==> src/rtl/output_bram_axis_tx.sv <==
// rtl/output_bram_axis_tx.sv - Streams a block of output BRAM words to an AXIS master
// through a credit-controlled FIFO that absorbs the fixed 2-cycle BRAM read latency.
module output_bram_axis_tx #(
    parameter int BRAM_DATA_WIDTH    = 32,
    parameter int BRAM_ADDRESS_WIDTH = 9,
    parameter int FIFO_DEPTH         = 4
) (
    input  logic                          clk,
    input  logic                          rst_n,
    input  logic                          transfer_start,
    input  logic [11:0]                   output_channel_size,
    output logic [BRAM_ADDRESS_WIDTH-1:0] bram_address_B,
    output logic                          bram_B_en,
    input  logic [BRAM_DATA_WIDTH-1:0]    data_from_bram_B,
    output logic [BRAM_DATA_WIDTH-1:0]    m_axis_tdata,
    output logic                          m_axis_tvalid,
    input  logic                          m_axis_tready,
    output logic                          m_axis_tlast,
    output logic                          busy,
    output logic                          send_finish
);
    localparam int CNT_W = 13;
    localparam int PTR_W = (FIFO_DEPTH > 1) ? $clog2(FIFO_DEPTH) : 1;
    localparam int OCC_W = $clog2(FIFO_DEPTH + 1) + 1;
    localparam logic [CNT_W-1:0] MAX_WORDS = CNT_W'(2 ** BRAM_ADDRESS_WIDTH);
    localparam logic [OCC_W-1:0] DEPTH     = OCC_W'(FIFO_DEPTH);

    typedef enum logic [1:0] {IDLE, RUN, DRAIN, DONE} state_t;

    state_t                        state;
    logic [CNT_W-1:0]              size;
    logic [CNT_W-1:0]              issued;
    logic [CNT_W-1:0]              sent;
    logic [BRAM_ADDRESS_WIDTH-1:0] addr;
    logic                          rd_v1;
    logic                          rd_v2;
    logic [BRAM_DATA_WIDTH-1:0]    mem [FIFO_DEPTH];
    logic [PTR_W-1:0]              wr_ptr;
    logic [PTR_W-1:0]              rd_ptr;
    logic [OCC_W-1:0]              occ;
    logic [OCC_W-1:0]              pending;
    logic                          issue;
    logic                          push;
    logic                          pop;

    function automatic logic [PTR_W-1:0] ptr_next(input logic [PTR_W-1:0] p);
        return (p == PTR_W'(FIFO_DEPTH - 1)) ? '0 : p + PTR_W'(1);
    endfunction

    // Reads still in the BRAM pipeline already own a FIFO slot, so credit counts them too.
    assign pending = occ + OCC_W'(rd_v1) + OCC_W'(rd_v2);
    assign issue   = (state == RUN) && (issued < size) && (pending < DEPTH);
    assign push    = rd_v2;
    assign pop     = (occ != '0) && m_axis_tready;

    assign bram_B_en      = issue;
    assign bram_address_B = addr;
    assign m_axis_tvalid  = (occ != '0);
    assign m_axis_tdata   = m_axis_tvalid ? mem[rd_ptr] : '0;
    assign m_axis_tlast   = m_axis_tvalid && (sent == size - CNT_W'(1));
    assign busy           = (state != IDLE);
    assign send_finish    = (state == DONE);

    always_ff @(posedge clk) begin
        if (push) begin
            mem[wr_ptr] <= data_from_bram_B;
        end
    end

    always_ff @(posedge clk or negedge rst_n) begin
        if (!rst_n) begin
            state  <= IDLE;
            size   <= '0;
            issued <= '0;
            sent   <= '0;
            addr   <= '0;
            rd_v1  <= 1'b0;
            rd_v2  <= 1'b0;
            wr_ptr <= '0;
            rd_ptr <= '0;
            occ    <= '0;
        end else begin
            rd_v1 <= issue;
            rd_v2 <= rd_v1;

            if (push) begin
                wr_ptr <= ptr_next(wr_ptr);
            end
            if (pop) begin
                rd_ptr <= ptr_next(rd_ptr);
            end
            if (push && !pop) begin
                occ <= occ + OCC_W'(1);
            end else if (pop && !push) begin
                occ <= occ - OCC_W'(1);
            end

            if (issue) begin
                addr   <= addr + BRAM_ADDRESS_WIDTH'(1);
                issued <= issued + CNT_W'(1);
            end
            if (pop) begin
                sent <= sent + CNT_W'(1);
            end

            case (state)
                IDLE: begin
                    if (transfer_start && (output_channel_size != 12'd0)) begin
                        state  <= RUN;
                        size   <= ({1'b0, output_channel_size} > MAX_WORDS) ?
                                  MAX_WORDS : {1'b0, output_channel_size};
                        addr   <= '0;
                        issued <= '0;
                        sent   <= '0;
                    end
                end
                RUN: begin
                    if (issue && (issued == size - CNT_W'(1))) begin
                        state <= DRAIN;
                    end
                end
                DRAIN: begin
                    if (pop && (sent == size - CNT_W'(1))) begin
                        state <= DONE;
                    end
                end
                DONE: begin
                    state <= IDLE;
                end
                default: begin
                    state <= IDLE;
                end
            endcase
        end
    end
endmodule
==> config.mk <==
export PLATFORM = sky130hd
export DESIGN_NAME = output_bram_axis_tx
export DESIGN_NICKNAME = d
export VERILOG_FILES = /design/src/rtl/output_bram_axis_tx.sv
export SDC_FILE = /design/constraint.sdc
export NUM_CORES = 1
export LEC_CHECK = 0
export ABC_AREA = 1
export BUFFER_PORTS_ARGS = -buffer_cell sky130_fd_sc_hd__buf_2
export CAP_MARGIN = 20
export CORE_AREA = 2 2 154 156
export CTS_CLUSTER_DIAMETER = 120
export DETAILED_ROUTE_END_ITERATION = 12
export DIE_AREA = 0 0 156 158
export SLEW_MARGIN = 20
export SYNTH_ARGS = -nofsm -noshare
export SYNTH_HDL_FRONTEND = slang
export SYNTH_SLANG_ARGS = --single-unit
export TNS_END_PERCENT = 30
==> constraint.sdc <==
create_clock -name clk -period 2.4 [get_ports clk]
set_input_delay 0.24 -clock clk [delete_from_list [all_inputs] [get_ports clk]]
set_output_delay 0.24 -clock clk [all_outputs]
set_load 0.02 [all_outputs]
==> reports/qor.yml <==
wl_per_cell_um: 15.2
p_per_area_mw_per_mm2: 1150
critPathMaxFanout: 6
ir_worst_vdd_v: 0.000622
grtUsageMet2_pct: 29.4
crit_arrival_ps: 2310
worst_pin_slew_ps: 557
layout_setup_ws_ps: -146
vias_per_cell: 4.97
io_pins: 94
numClockSinks: 187
firstDrtPassIters: 4
dp.cells: 1351
clockBufferDepth: 2
syn_area_mm2: 0.00910
worstPathRequired_ps: 2160
hold_path.class: "input port to flop"
synth_cell_types: 42
cp_top_family: "simple AND/OR/NAND/NOR gates"
antenna_found_initial: 1
drt-initial-drc-count: 411
critPathKind: "flop to primary output"
postPlaceCellArea_mm2: 0.0102
syn_avg_cell_area_um2: 9.57
ys_ff_latch: 187
setup_viol: 1
core_area_mm2: 0.0231
design_area_mm2: 0.0113
grt_use_total_pct: 17.5
slowest_delay_ps: 400
met1_usage_pct: 23.5
cts_tree: "yes"
crit_buf_inv: 3
rsz0062_at_grt: "yes"
power_uw: 13000
pre_cts_slack_ps: 95.3
grt_max_degree: 57
failed_checks: "negative setup slack"
hold_viol: 0
syn_nets: 1030
wirelength_um: 21500
end_kind: "primary output"
skew_ps: 11.5
area_growth_syn_to_layout_pct: 23.9
cp_slowest_cell: "dfrtp_1"
grt-busiest-layer: "met2"
path_cells: "buf_4 > buf_4 > nor2_4 > nand2_4 > nor2_8 > nand2_2 > nand2_1 > nand3_1 > nand2_1 > nand2_2 > nor2_4 > nand2_2 > nor2_2 > buf_6"
io_buffers: 93
timing.max_cap.violations: 0
use_met3_pct: 3.12
reg2reg_slack_ps: 120
finalNetCount: 1188
drv_slew: 0
clk_latency_ps: 440
grt_pass1_vias: 6477
netlist_instances: 951
routed-via-count: 7027
drive_above_1_share_pct: 23.8
ant_nets: 0
die_h_um: 158
path_clk_slew_ps: 90
grt-ovfl-total: 0
start_kind: "flop"
grt_pass1_wl_um: 33400
p_leak_uw: 0.00469
die_w_um: 156
period_minus_slack_ps: 2550
start_util_pct: 39.5
place_congestion: 0.822
period_share_pct: 106
drc_errors: 0
htreeDepth: 4
outcome: "complete, but fails checks"
relSlewSlack_pct: 62.8
die_area_mm2: 0.0246
row_count: 56
synth-seq-area-share_pct: 58.4
cts_made_buffers: 17
post-dp-hpwl_um: 14000
yosys_warnings: 0
fmax_mhz: 393
cpMostUsedCell: "nand2_2"
clockRootBuffer: "clkbuf_16"
stdcell_count: 1413
final_core_utilization_pct: 48.9
-- metal layers --
| metal | vias up | wire length (µm) |
|---|---|---|
| li1 | 3541 | - |
| met3 | 13 | 951 |
| met5 | - | 0 |
| met2 | 150 | 10300 |
| met4 | 0 | 176 |
| met1 | 3323 | 10000 |
-- where the power goes --
| group | internal, µW | switching (µW) | leakage, µW |
|---|---|---|---|
| logic | 2260 | 3780 | 0.00245 |
| clock network | 1430 | 1420 | 0.000295 |
| registers | 3870 | 259 | 0.00194 |
| total | 7550 | 5450 | 0.00469 |
-- metrics by stage --
| step | hold WS, ps | TNS [ps] |
|---|---|---|
| after floorplan | -55.6 | 0 |
| after global placement | 216 | 0 |
| after detailed placement | 227 | 0 |
| after CTS | 1.50 | -326 |
| after global routing | 3.85 | -378 |
| final | 20.6 | -146 |
-- layout by cell type, fill, tap and decap left out, types with 3 or more instances in the layout --
cell type	count
nor2_1	171
edfxtp_1	128
nand2_1	117
buf_2	91
o21ai_0	89
inv_1	74
nand3_1	68
buf_4	64
a21oi_1	57
dfrtp_1	55
ha_1	25
nor3_1	19
clkbuf_16	17
nand2_2	13
xor2_1	10
o21ai_1	9
nand4_1	9
inv_2	8
nor2_2	8
nor2_4	7
buf_12	7
nand3_2	5
ha_4	5
inv_6	5
clkinv_8	5
xnor2_1	4
nand2_4	4
buf_6	4
a21oi_2	3
nor4_1	3
or2_2	3
dlygate4sd3_1	3
dfrtp_2	3
-- synth_stat cells (all sizes together) --
master,n,area share [%]
nor2,187,8.5
dfrtp,59,16
nor3b,2,0.16
clkbuf,23,0.95
xor2,11,1.1
inv,82,3.4
nand3b,1,0.083
nor4,4,0.44
o211ai,1,0.083
a21o,2,0.16
clkinv,1,0.041
nand3,73,4.2
nand2,134,5.9
ha,30,4.1
nand4,9,0.62
a31oi,1,0.069
o21a,2,0.16
a2bb2oi,1,0.096
fa,1,0.22
a21oi,60,3.3
buf,9,0.56
nor3,20,1.1
and3,1,0.069
xnor2,4,0.38
or2,5,0.34
edfxtp,128,42
o21ai,100,5.6
-- logic make-up (layout without fill, tap and decap cells) --
kind of cell	count (synthesis)	in the layout	share of synthesized area, %
and+or+nand+nor	436	436	21.4
DFF	187	187	58.4
AOI/OAI and AO/OA	167	167	9.46
buffers and inverters	115	286	4.93
adders and majority gates	31	31	4.34
xor gates and xnor gates	15	15	1.44
other	0	1	0
-- timing repair --
item	CTS	global route
hold buffers	3	0
endpoints found under the setup margin	2	24
resized for setup	10	40
buffers inserted	9	19
endpoints found under the hold margin	24	0
pin swaps	8	25
-- registers in the layout, indices dropped and copies added (netlist names) --
name	cells
occ	4
size	12
mem	128
push	1
wr_ptr	2
sent	13
rd_v1	1
issued	13
rd_ptr	2
bram_address_B	9
state	2
-- layout make-up --
class                           instances  area (µm²)
Fill cell                            2112       11800
Sequential cell                       187        5330
Multi-Input combinational cell        649        3480
Timing Repair Buffer                  171        1180
Clock buffer                           17         425
Tap cell                              290         363
Inverter                               83         312
Clock inverter                         15         184
Antenna cell                            1        2.50
-- path summary, 6_finish.rpt --
kind	depth (start not counted)	startpoint	end
min	1	data_from_bram_B[10]	mem[3][10]
max in group asynchronous	3	rst_n	occ[2]
min in group asynchronous	2	rst_n	issued[7]
max	14	size[1]	m_axis_tlast
max reg2reg	11	issued[10]	issued[6]
min reg2reg	0	rd_v1	push
Power figures use the tool's default switching activity.
